<file path="src/rtl/dmem_sched_pkg.sv">
// Shared types and default widths for the data-RAM readout scheduler.
//   sched_state_t  : readout engine FSM states
//   readout_word_t : {addr, data} word streamed to the host dump path
package dmem_sched_pkg;

  localparam int unsigned DEF_ADDR_W = 16;
  localparam int unsigned DEF_DATA_W = 48;
  localparam int unsigned CNT_W      = 16;

  typedef enum logic [2:0] {
    IDLE  = 3'd0,
    ISSUE = 3'd1,
    WAIT  = 3'd2,
    HOLD  = 3'd3,
    DONE  = 3'd4
  } sched_state_t;

  typedef struct packed {
    logic [DEF_ADDR_W-1:0] addr;
    logic [DEF_DATA_W-1:0] data;
  } readout_word_t;

endpackage

</file>
<file path="src/rtl/dmem_port_mux.sv">
// RAM port selection between the core and the readout engine.
//   eng_issue   : engine owns the port this cycle (read of eng_addr)
//   core_*      : core request, forwarded whenever the engine is not issuing
//   mem_*_c     : combinational RAM port controls
module dmem_port_mux #(
  parameter int unsigned ADDR_W = 16,
  parameter int unsigned DATA_W = 48
) (
  input  logic              eng_issue,
  input  logic [ADDR_W-1:0] eng_addr,
  input  logic              core_req,
  input  logic              core_we,
  input  logic [ADDR_W-1:0] core_addr,
  input  logic [DATA_W-1:0] core_wdata,
  output logic [ADDR_W-1:0] mem_addr_c,
  output logic [DATA_W-1:0] mem_wdata_c,
  output logic              mem_we_c
);

  // Idle port is driven to zero so nothing is written by accident.
  always_comb begin
    mem_addr_c  = '0;
    mem_wdata_c = '0;
    mem_we_c    = 1'b0;
    if (eng_issue) begin
      mem_addr_c = eng_addr;
    end else if (core_req) begin
      mem_addr_c  = core_addr;
      mem_wdata_c = core_wdata;
      mem_we_c    = core_we;
    end
  end

endmodule

</file>
<file path="src/rtl/dmem_readout_sched.sv">
// Shares the single-port data RAM between the core load/store port and a
// readout engine that scans [base_addr, base_addr+word_count) and streams
// {addr, data} words over valid/ready. The core always wins the port.
// Ports:
//   clk, reset                 : clock, synchronous active-high reset
//   core_req/we/addr/wdata     : core RAM request; core_rdata = mem_rdata
//   mem_addr/wdata/we, mem_rdata : RAM port (read data one cycle late)
//   start, base_addr, word_count : readout launch (accepted only in IDLE)
//   busy, done                 : engine status, done is a one-cycle pulse
//   out_data, out_valid, out_ready : {addr, data} output stream
// Build option DUMP_SKIP_ZERO_EN: words whose data is zero are not emitted.
module dmem_readout_sched
  import dmem_sched_pkg::*;
#(
  parameter int unsigned ADDR_W = DEF_ADDR_W,
  parameter int unsigned DATA_W = DEF_DATA_W
) (
  input  logic                     clk,
  input  logic                     reset,
  input  logic                     core_req,
  input  logic                     core_we,
  input  logic [ADDR_W-1:0]        core_addr,
  input  logic [DATA_W-1:0]        core_wdata,
  output logic [DATA_W-1:0]        core_rdata,
  output logic [ADDR_W-1:0]        mem_addr,
  output logic [DATA_W-1:0]        mem_wdata,
  output logic                     mem_we,
  input  logic [DATA_W-1:0]        mem_rdata,
  input  logic                     start,
  input  logic [ADDR_W-1:0]        base_addr,
  input  logic [CNT_W-1:0]         word_count,
  output logic                     busy,
  output logic                     done,
  output logic [ADDR_W+DATA_W-1:0] out_data,
  output logic                     out_valid,
  input  logic                     out_ready
);

  sched_state_t              state_q, state_d;
  logic [ADDR_W-1:0]         cur_q, cur_d;
  logic [CNT_W-1:0]          rem_q, rem_d;
  logic [ADDR_W+DATA_W-1:0]  out_q, out_d;
  logic                      busy_q, busy_d;
  logic                      done_q, done_d;
  logic                      valid_q, valid_d;
  logic                      eng_issue;

  assign core_rdata = mem_rdata;
  assign busy       = busy_q;
  assign done       = done_q;
  assign out_valid  = valid_q;
  assign out_data   = out_q;

  dmem_port_mux #(
    .ADDR_W (ADDR_W),
    .DATA_W (DATA_W)
  ) u_port_mux (
    .eng_issue   (eng_issue),
    .eng_addr    (cur_q),
    .core_req    (core_req),
    .core_we     (core_we),
    .core_addr   (core_addr),
    .core_wdata  (core_wdata),
    .mem_addr_c  (mem_addr),
    .mem_wdata_c (mem_wdata),
    .mem_we_c    (mem_we)
  );

  // Next-state, engine issue and datapath updates.
  always_comb begin
    state_d   = state_q;
    cur_d     = cur_q;
    rem_d     = rem_q;
    out_d     = out_q;
    eng_issue = 1'b0;

    case (state_q)
      IDLE: begin
        if (start) begin
          cur_d   = base_addr;
          rem_d   = word_count;
          state_d = (word_count == '0) ? DONE : ISSUE;
        end
      end
      ISSUE: begin
        // Engine only reads in cycles the core leaves free.
        if (!core_req) begin
          eng_issue = 1'b1;
          state_d   = WAIT;
        end
      end
      WAIT: begin
        // mem_rdata here answers last cycle's engine read of cur_q.
        cur_d = cur_q + ADDR_W'(1);
        rem_d = rem_q - CNT_W'(1);
`ifdef DUMP_SKIP_ZERO_EN
        if (mem_rdata == '0) begin
          state_d = (rem_q == CNT_W'(1)) ? DONE : ISSUE;
        end else begin
          out_d   = {cur_q, mem_rdata};
          state_d = HOLD;
        end
`else
        out_d   = {cur_q, mem_rdata};
        state_d = HOLD;
`endif
      end
      HOLD: begin
        if (out_ready) begin
          state_d = (rem_q == '0) ? DONE : ISSUE;
        end
      end
      DONE: begin
        state_d = IDLE;
      end
      default: begin
        state_d = IDLE;
      end
    endcase

    busy_d  = (state_d == ISSUE) || (state_d == WAIT) || (state_d == HOLD);
    done_d  = (state_d == DONE);
    valid_d = (state_d == HOLD);
  end

  // State and status registers.
  always_ff @(posedge clk) begin
    if (reset) begin
      state_q <= IDLE;
      cur_q   <= '0;
      rem_q   <= '0;
      out_q   <= '0;
      busy_q  <= 1'b0;
      done_q  <= 1'b0;
      valid_q <= 1'b0;
    end else begin
      state_q <= state_d;
      cur_q   <= cur_d;
      rem_q   <= rem_d;
      out_q   <= out_d;
      busy_q  <= busy_d;
      done_q  <= done_d;
      valid_q <= valid_d;
    end
  end

endmodule

</file>
<file path="config.mk">
export PLATFORM = sky130hd
export DESIGN_NAME = dmem_readout_sched
export DESIGN_NICKNAME = d
export VERILOG_FILES = /design/src/rtl/dmem_sched_pkg.sv /design/src/rtl/dmem_port_mux.sv /design/src/rtl/dmem_readout_sched.sv
export SDC_FILE = /design/constraint.sdc
export NUM_CORES = 1
export LEC_CHECK = 0
export ABC_AREA = 1
export CAP_MARGIN = 20
export CORE_ASPECT_RATIO = 0.9
export CORE_MARGIN = 2
export CORE_UTILIZATION = 34
export CTS_CLUSTER_SIZE = 40
export DETAILED_ROUTE_END_ITERATION = 7
export PLACE_DENSITY = 0.77
export SLEW_MARGIN = 25
export SYNTH_ARGS = -nofsm -noshare
export SYNTH_HDL_FRONTEND = slang
export SYNTH_SLANG_ARGS = --single-unit
export TNS_END_PERCENT = 30
</file>
<file path="constraint.sdc">
create_clock -name clk -period 1.63 [get_ports clk]
set_input_delay 0.489 -clock clk [delete_from_list [all_inputs] [get_ports clk]]
set_output_delay 0.489 -clock clk [all_outputs]
set_load 0.01 [all_outputs]
</file>
Word level (Yosys, flattened, before mapping)
Index checks and enable logic that the tools add are counted.

Flip-flop bits (word level): 102. Output and inout port bits: 180. Logic and storage cells: 42.

Add/subtract/negate cells: 2. Eq/ne operators: 8. Muxes and demuxes: 18. Reductions and logical operators: 7.

Operators by type and width (number): $mux 48 (2); $mux 16 (4); $pmux 16 s2 (2); $logic_not 16->1 (2); $add 16x1->16 const B (1); $sub 16x1->16 const B (1); $mux 3 (5); $eq 3x2->1 const B (4); $pmux 3 s4 (1); $eq 3x1->1 const B (2); $mux 1 (4); $eq 3x3->1 const B (1); $logic_not 3->1 (1); $logic_or 1x1->1 (2); $ne 2x2->1 const B (1); $reduce_and 2->1 (1); $reduce_bool 2->1 (1).

Depth between registers and ports, before layout
Gate-level depths: netlist of the first run.

Word-level depth: 7. Mapped depth: 10.

Cells and area by module
A second synthesis of the first run with hierarchy kept.

Cell total of the unflattened synthesis: 883. Area, all modules: 5796.8 µm².

By module, submodules not included: dmem_readout_sched (times used 1, cells an instance 721, area each 5108.6 µm², sequential area each 2042.0 µm²); dmem_port_mux (times used 1, cells an instance 162, area each 688.2 µm², sequential area each 0.0 µm²).

Worst setup path before layout of the first run
Ideal clock, no wire load.

Path type: input port to output port. Start: input core_req. End: output mem_addr[14]. Arrival: 1221 ps. Data required time: 1141 ps. Path slack: -80 ps. Stages: 4. Cell sequence: clkbuf_1 > buf_1 > nand2_1 > o21ai_0.

Longest elaborated chain between the ends: 3. Elaborated cells on any way between the ends: 4.

RTL lines: start: declaration (RTL line dmem_readout_sched.sv:20) `input logic core_req,`; $mux 1 (RTL line dmem_readout_sched.sv:87) `if (!core_req) begin`; $mux 1 (RTL line dmem_readout_sched.sv:77) `case (state_q)`; $mux 16 (*) (RTL line dmem_port_mux.sv:25) `if (eng_issue) begin`; end: declaration (RTL line dmem_readout_sched.sv:25) `output logic [ADDR_W-1:0] mem_addr,`.

Every way passes the cells marked *; elsewhere a longest branch is shown, timed or not.

Final worst setup path of the first run
Start: register state_q[2]. End: output mem_addr[12].

Longest elaborated chain between the ends: 3.

RTL lines: start: declaration (RTL line dmem_readout_sched.sv:39) `sched_state_t state_q, state_d;`; start signal: assignment (RTL line dmem_readout_sched.sv:137) `state_q <= state_d;`; $eq 3x1->1 (RTL line dmem_readout_sched.sv:77); $mux 1 (RTL line dmem_readout_sched.sv:77); $mux 16 (RTL line dmem_port_mux.sv:25).

Every way passes these cells.

==> summary.md, run 1 <==
The die area was 0.01729 mm². The tools report the capture point of the critical path as mem_addr[12]. Setup slack on the worst reg-to-reg path comes out at 0.14 ns.

The clock-pin transition on the worst setup and hold timing paths is 0.08 ns, and the number of optimization iterations in the first detailed-route pass is 5. The die width is 138.4 µm. Counting every net in the synthesized netlist gives 1,018. The first global-routing pass estimated 33,910 µm of wire.

For this configuration, the core starts out at a cell density of 34.50%. Of the cells placed in the final design, the portion with a size suffix greater than 1 is 21.71%. The path type of the worst min-delay path was in -> reg. Most common cell in the netlist: sky130_fd_sc_hd__nand2_1. Critical setup path kind: reg -> out.

Headroom to the max-slew limit came out at 70.23%. For the worst setup path, the data arrival time is 1.50 ns. The final clock skew is 0.008864 ns.

The sequential area share after synthesis is 36.95%, and the mean area per synthesized cell is 6.382 µm². For this block, the via count after detailed routing is 6,673. The stage delay of the slowest cell on the critical path is 0.34 ns.

The leakage component of the power came out at 4.864 nW. The overall overflow remaining after global route came out at 0. The worst register-to-register path begins at state_q[2]$_SDFF_PP0_. After global routing, the most crowded layer is met2. At the end of the flow, the number of nets in the layout was 1,363. The slowest stage cell on the critical path is sky130_fd_sc_hd__dfxtp_2.

Across every metal layer, demand over resource in global routing totals 24.64%. The required time at the endpoint of the critical path was 1.14 ns; the time the final worst path needs with I/O delays and setup was 1.990 ns. The run gives 40 as the largest net degree at the start of global routing. The flow ran to the end, but the final reports show violations.

The number of buffer and inverter instances along the worst setup path was 2; the number of vias per cell after detailed routing was 4.689. The number of global-route vias before repair was 6,269. TritonCTS built the clock tree.

In this run, synthesis inferred 0 flip-flops with an integrated enable. Pin placement for this block handled 330 I/O pins. For the worst-case clock buffer depth, the log shows 2.

The launch point of the critical path is state_q[2]$_SDFF_PP0_. The checks that failed: setup timing. The number of antenna violations at the first check in global routing is 0, and the cell count after synthesis is 866.

The logs give 408.9 µV for the peak ir drop on the vdd network and 388 for the starting DRC count in detailed routing. Clock latency on the worst-skew pair, taken at its later pin, is 0.35 ns. Top-area cell type share of the netlist area: 36.95%. The largest driver fanout on the critical path came out at 8.

The netlist area before placement was 0.005527 mm²; the post-route fraction of the period consumed by the critical path was 122.1%. The async set or reset register ratio after synthesis was 0%. The logs give 0 for the number of pins exceeding their max-slew limit in the final report and 1,423 for the filler-free cell count of the finished design. Sorting the synthesized cells by area gives the leading types as sky130_fd_sc_hd__dfxtp_1 (37%), sky130_fd_sc_hd__nand2_1 (19%), sky130_fd_sc_hd__a21oi_1 (7.8%). In this run, placement finished with an instance count of 1,402. By count the netlist is led by sky130_fd_sc_hd__nand2_1 (278), sky130_fd_sc_hd__inv_1 (105), sky130_fd_sc_hd__dfxtp_1 (102). For the pin with the worst max-slew slack, the measured transition is 0.4431 ns. After synthesis, the netlist uses 32 different library cells.

The logs give 21,780 µm for the total length of routed wires and 0.01602 mm² for the core area. In the synthesized netlist the dominant register cell turns out to be sky130_fd_sc_hd__dfxtp_1. Walking the worst path, the cells encountered are nor2_4 > nand3b_1 > buf_6 > o21ai_4 > buf_2. The number of cell instances on the worst register-to-register path was 6; the met3 usage in global routing was 6.511%. The die is 125.0 µm tall. The run gives 7.297 mW as the overall power of the completed layout.

In this run the remaining antenna-violating nets after routing total 0. For the total count of hold-check failures in the final report, the log shows 0. The post-synthesis register bit count is 102, and the sink count of the clock tree is 102. The repair_antennas step left the layout with diodes totalling 0. The run gives -0.3598 ns as the final setup slack of the worst path. In this design, the largest share of critical-path delay is due to buffers and inverters. Yosys printed 0 warnings.

The met2 track demand over resource is 41.90%, and the H-tree level count is 3. The master cell of the clock root buffer was sky130_fd_sc_hd__clkbuf_16. The total CTS buffers was 9. STA classifies the critical path endpoint as an output port. The tools report the type of origin of the critical path as a register. In this run the critical register-to-register path is captured at cur_q[7]$_SDFFE_PP0P_. The DRC violations left was 0; the count of standard-cell rows was 44.

For the total of hold buffers inserted after clock tree synthesis, the log shows 0. Based on the critical path, the design can be clocked at up to 0.5026 GHz. The critical path depth in cells is 5, and the area growth from synthesis to layout is 67.83%. Of all cell types, the one taking the most synthesized area is sky130_fd_sc_hd__dfxtp_1.

Setup repair after global routing could not meet its margin everywhere. The tool flagged a number of max-cap violations equal to 0. The run gives 24 as the total of endpoints with negative setup slack in the final report. At the end of routability-driven placement, the weighted congestion stood at 0.9020. Dividing the detail-routed wire length by the instance count gives 15.31 µm.

The run gives 29.87% as the met1 track demand over resource in global routing. Ratio of total power to cell area: 786.8 mW/mm². The estimated wirelength of the detail-placed design came out at 16,700 µm. In this run the tool buffered the top-level ports with 329 buffer cells.
registers in the layout, indices dropped and copies added, names as in the netlist:
name and flops:
cur_q 16, state_q 3, rem_q 16, out_valid 1
busy 1, out_data 64, done 1
worst min path at each step:
stage                         startpoint                   endpoint  slack (ns)  cells after the start
2_1_floorplan      rem_q[1]$_SDFFE_PP0P_      rem_q[1]$_SDFFE_PP0P_        0.45                      2
3_3_place_gp   out_data[16]$_SDFFE_PP0N_  out_data[16]$_SDFFE_PP0N_        0.45                      2
3_5_place_dp   out_data[16]$_SDFFE_PP0N_  out_data[16]$_SDFFE_PP0N_        0.45                      2
4_1_cts        out_data[16]$_SDFFE_PP0N_  out_data[16]$_SDFFE_PP0N_        0.46                      2
5_1_grt                    mem_rdata[45]  out_data[45]$_SDFFE_PP0N_        0.46                      3
6_report                   mem_rdata[45]  out_data[45]$_SDFFE_PP0N_        0.44                      3
power by group:
part / internal [mW] / switching (mW)
registers: 2.67 / 0.110
logic: 1.07 / 1.19
clock network: 1.22 / 1.04
worst min-delay path: cells and delay by family:
kind / cells / cell delay (ns)
compound gates: 1 / 0.05
simple gates: 1 / 0.07
buf+inv: 1 / 0.14
placed cells by master (no fill, tap or decap), drive strengths merged:
cell type      count
a211oi             2
a21oi             86
a31oi              8
a41oi              2
and2               1
buf              203
bufbuf             1
bufinv             1
clkbuf            12
clkdlybuf4s15     11
clkdlybuf4s50     82
clkinv             2
dfxtp            102
dlygate4sd2      116
dlymetal6s2s      12
ha                 2
inv              110
nand2            280
nand3             38
nand3b             3
nand4              6
nor2              70
nor3               4
o211ai             1
o21a               3
o21ai             50
o221ai             3
o22ai              1
or2                1
xor2               3
what timing repair did:
action | in CTS | in global routing
resized for setup | 627 | 45
endpoints found under the hold margin | 0 | 0
endpoints found under the setup margin | 180 | 118
cloned | 2 | 0
pin swaps | 20 | 5
buffers inserted | 1 | 2
through the flow:
step	hold slack [ns]	util [%]	worst slack (ns)	instance area, µm²	TNS (ns)
floorplan	0.4473	-	-0.06012	5529	-1.564
global placement	0.4494	57.87	-0.6235	9271	-54.77
detailed placement	0.4534	57.87	-0.6404	9271	-55.39
CTS	0.4615	57.10	-0.3731	9148	-5.817
global route	0.4622	57.90	-0.4450	9275	-7.457
finish	0.4427	57.90	-0.3598	9275	-5.383
per-layer routing:
metal | part of all wire (%) | wire [µm] | vias up
met1 | 41 | 8852 | 3031
met4 | 2.9 | 628 | 0
met5 | 0 | 0 | -
li1 | - | - | 3364
met2 | 49 | 10670 | 249
met3 | 7.5 | 1631 | 29
logic make-up after synthesis:
family	after synthesis	synth area share (%)
XOR/XNOR	3	0.4755
adder cells (fa/ha/maj)	2	0.4527
AND/OR/NAND/NOR	403	29.36
flip-flops	102	36.95
buffers and inverters	200	17.82
AO/OA/AOI/OAI	156	14.94
layout make-up:
cell class | instances | area [µm²]
timing repair buffer | 427 | 3650
multi-input combinational | 564 | 2613
inverter | 107 | 404.1
clock buffer | 10 | 229.0
fill | 1542 | 6745
clock inverter | 6 | 76.32
tap | 207 | 259.0
sequential | 102 | 2044
(Power assumes the default switching activity.)
==> run 2: changes to the inputs <==
ABC_AREA = not set   (was 1)
CORE_UTILIZATION = 33   (was 34)
==> run 2 against run 1 <==
Effect of this change:
- critical path depth is 1 higher
- synthesized area is 6.2% lower
- clock-buffer cell count is 1 lower
- design area is 4.9% higher
- non-clock buffer count is 51 higher
- total power is 3.2% lower
- sequential power hardly changed
- setup slack worse by 0.086 ns
- clock skew is 0.0031 ns lower
- the flow still finishes with violations (setup timing)
==> summary.md, run 2 <==
In this run the worst hold path is classified as in -> reg. Pre-CTS worst setup slack: -0.7175 ns (-0.07710 ns). The logs give 0.35 ns (about the same) for the clock latency on the worst-skew pair and 1,218 (-11%) for the layout net count. TritonCTS built the clock tree. The top-area cell type share of the netlist area was 39.41% (+2.5 points); the effective utilization at floorplan was 33.67% (-0.82 points). The tools report the die area as 0.01672 mm² (-3.3%).

The total of warnings raised by yosys was 0 (unchanged). The total length of routed wires came out at 21,970 µm (+0.87%). In the layout the commonest cells are sky130_fd_sc_hd__nand2_1 (153), sky130_fd_sc_hd__buf_4 (116), sky130_fd_sc_hd__dfxtp_1 (101). Setup repair after global routing could not meet its margin everywhere. The logs give 2 (unchanged) for the worst-case clock buffer depth and 127 (+430%) for the total of endpoints with negative setup slack in the final report. The number of buffers inserted by port buffering was 329 (unchanged); the starting DRC count in detailed routing was 336 (-13%). The post-route fraction of the period consumed by the critical path works out to 127.3% (+5.3 points). The tools report the overall power of the completed layout as 7.061 mW (-3.2%). For the footprint of the multi-input gates, the log shows 0.002763 mm² (+5.7%). For hold timing, the worst endpoint is out_data[36]$_SDFFE_PP0N_. The final routed wire length divided by cell count came out at 17.23 µm (+13%). Sink count of the clock tree: 102 (unchanged).

The final reports fail on setup timing. The net count after synthesis was 828 (-19%). The peak ir drop on the vdd network was 546.6 µV (+34%). The total of max-cap violations was 0 (unchanged).

In the post-synthesis netlist, the biggest area contributors are sky130_fd_sc_hd__dfxtp_1 (39%), sky130_fd_sc_hd__nand2_1 (11%), sky130_fd_sc_hd__a21oi_1 (7.8%). The most numerous cell type found on the critical path is sky130_fd_sc_hd__buf_6. The flip-flop count of the largest register after layout came out at 64 (unchanged). Number of global-route vias before repair: 5,911 (-5.7%). The tools report the highest attainable clock frequency as 0.4818 GHz (-4.1%).

The count of standard-cell rows was 43 (-2.3%). For the sequential area share after synthesis, the log shows 39.41% (+2.5 points). The startpoint identified for the worst register-to-register timing path is state_q[1]$_SDFF_PP0_. Register cell area after layout: 0.002043 mm² (about the same). Ratio of cells with drive above 1 in the final layout: 31.40% (+9.7 points). The area growth from synthesis to layout is 87.85%, and the die outline height is 122.9 µm (-1.7%). The stage delay of the slowest cell on the critical path is 0.34 ns (about the same), and the number of antenna violations at the first check in global routing is 4 (+4). The overall overflow remaining after global route is 0 (unchanged).

Master cell of the clock root buffer: sky130_fd_sc_hd__clkbuf_16. The routability-driven placement congestion ratio is 0.8828 (-2.1%), and the estimated wirelength of the detail-placed design is 16,240 µm (-2.8%). The run gives 1,363 (-12%) as the number of fill cells. The final setup slack of the worst path was -0.4457 ns (-0.08591 ns); the final antenna-violating net count was 0 (unchanged). The run finished, with violations left. By count the netlist is led by sky130_fd_sc_hd__nand2_1 (154), sky130_fd_sc_hd__dfxtp_1 (102), sky130_fd_sc_hd__a21oi_1 (81). The die width is 136.1 µm (-1.7%), and the headroom to the max-slew limit is 72.15% (+1.9 points). The worst hold path begins at mem_rdata[36].

The predominant post-synthesis flop cell is sky130_fd_sc_hd__dfxtp_1. The total CTS buffers was 9 (unchanged). The H-tree level count was 3 (unchanged).

The ratio of total power to cell area works out to 725.5 mW/mm² (-7.8%). STA classifies the critical path startpoint as a register. The tools report the DRC violations left as 0 (unchanged).

The worst hold path cell count works out to 3 (unchanged). The post-synthesis register bit count was 102 (unchanged). The cell count after synthesis was 676 (-22%); the netlist area before placement was 0.005181 mm² (-6.2%).

The critical path arrival came out at 1.59 ns (+0.09 ns). The I/O pin count came out at 330 (unchanged). Total of hold buffers inserted after clock tree synthesis: 0 (unchanged).

The number of cell instances on the worst register-to-register path is 6 (unchanged). The async set or reset register ratio after synthesis was 0% (unchanged). Slew at the pin with the worst max-slew slack: 0.4072 ns (-0.03584 ns). The number of pins exceeding their max-slew limit in the final report is 0 (unchanged), and the time the final worst path needs with I/O delays and setup is 2.076 ns (+0.08591 ns). The tools report the final clock skew as 0.005743 ns (-0.003120 ns).

The number of vias per cell after detailed routing came out at 5.004 (+6.7%). The number of optimization iterations in the first detailed-route pass is 5 (unchanged). The critical path goes through nor4b_4 > buf_6 > buf_12 > buf_6 > a22o_1 > buf_2.

The largest driver fanout on the critical path is 6 (-2). The worst setup path is of the reg -> out kind. The logs give 1.14 ns (about the same) for the required time at the endpoint of the critical path and 0.4158 ns (-0.02687 ns) for the worst hold slack. The tools report the register-to-register path setup slack as -0.35 ns (-0.49 ns). Count of unique library cells instantiated by Yosys: 58 (+81%).

sky130_fd_sc_hd__nand2_1 is the most common cell in the netlist. Most common cell after layout, fill and taps aside: sky130_fd_sc_hd__nand2_1. The worst setup path is captured at an output port. The clock-pin transition on the worst setup and hold timing paths is 0.07 ns (about the same), and the leakage component of the power is 5.093 nW (+4.7%). The core area was 0.01539 mm² (-4.0%); the mean area per synthesized cell was 7.665 µm² (+20%). Slowest stage cell on the critical path: sky130_fd_sc_hd__dfxtp_2.

sky130_fd_sc_hd__dfxtp_1 takes more of the synthesized area than any other cell. The number of enable-type register cells in the synthesized netlist is 0 (unchanged), and the total routing usage reported by global routing is 24.46% (-0.19 points). For the first-pass GRT wire length, the log shows 31,640 µm (-6.7%). The total count of hold-check failures in the final report is 0 (unchanged), and the via total after detailed routing is 6,380 (-4.4%). The endpoint identified for the worst register-to-register timing path is cur_q[10]$_SDFFE_PP0P_. The largest net degree at the start of global routing is 47 (+18%).
-- run 2: changes by cell type in the layout (fill, tap and decap cells not counted), moves of 10 or more --
cell                              delta
sky130_fd_sc_hd__a22o_1             +16
sky130_fd_sc_hd__buf_4              +29
sky130_fd_sc_hd__buf_6              +27
sky130_fd_sc_hd__dlygate4sd2_1      -65
sky130_fd_sc_hd__and2_1             +21
sky130_fd_sc_hd__o21ai_2            -10
sky130_fd_sc_hd__inv_1              -94
sky130_fd_sc_hd__and2_4             +28
sky130_fd_sc_hd__dlymetal6s2s_1     +59
sky130_fd_sc_hd__nor2_1             -50
sky130_fd_sc_hd__o21ai_0            -24
sky130_fd_sc_hd__nand2_1           -122
sky130_fd_sc_hd__nand3_1            -19
sky130_fd_sc_hd__clkdlybuf4s50_1    +10
-- run 2: final cells by class --
cell class	count	share of cell area (%)
Antenna cell	3	0.07713
Inverter	8	0.3085
Tap cell	202	2.597
Sequential cell	102	20.99
Clock buffer	9	2.314
Clock inverter	6	0.4885
Multi-Input combinational cell	467	28.38
Timing Repair Buffer	478	44.84
-- run 2: where the power goes --
part	total (mW)	leakage [nW]	switching (mW)	internal (mW)
Sequential	2.77	0.831	0.121	2.65
Combinational	2.23	4.13	0.992	1.24
Clock	2.06	0.132	1.02	1.04
-- run 2: how the worst max path moves through the flow --
stage,slack [ns],from,to
after detailed placement,-0.72,core_req,mem_addr[12]
after CTS,-0.51,state_q[1]$_SDFF_PP0_,mem_addr[12]
after floorplan,-0.14,start,rem_q[12]$_SDFFE_PP0P_
after global placement,-0.70,core_req,mem_addr[13]
after global routing,-0.50,state_q[1]$_SDFF_PP0_,mem_addr[10]
final,-0.45,state_q[1]$_SDFF_PP0_,mem_addr[10]
-- run 2: logic make-up after synthesis --
logic type | count (synthesis) | synth area share (%)
buffers and inverters | 107 | 11.45
adder cells (fa/ha/maj) | 2 | 0.4829
multiplexers | 5 | 1.014
AO/OA/AOI/OAI | 158 | 18.98
AND/OR/NAND/NOR | 302 | 28.66
flip-flops | 102 | 39.41
-- run 2: critical path, delay by kind of cell, from the launching register on --
family / cells / cell delay (ns)
compound gates: 1 / 0.11
simple gates: 1 / 0.31
flops: 1 / 0.34
buf+inv: 4 / 0.47
-- run 2: stage by stage --
stage          setup TNS, ns  instance area (µm²)  utilization, %  instances
6_report              -19.12                 9733           63.25       1275
4_1_cts               -23.02                 9173           59.61       1260
3_5_place_dp          -73.98                 9165           59.56       1229
2_1_floorplan         -3.947                 5229               -        676
5_1_grt               -25.53                 9731           63.24       1274
3_3_place_gp          -71.52                 9165           59.56       1229
-- run 2: metal layers --
layer	share of wire, %	track usage [%]	wire length (µm)
met4	2.0	5.990	444
met5	0	0	0
met2	52	44.69	11390
met3	8.7	7.848	1901
met1	37	27.53	8234
-- run 2: what timing repair did --
item | CTS | global route
resized for setup | 545 | 141
setup endpoints to repair | 268 | 206
buffers inserted | 15 | 12
pin swaps | 33 | 36
gates cloned | 2 | 2
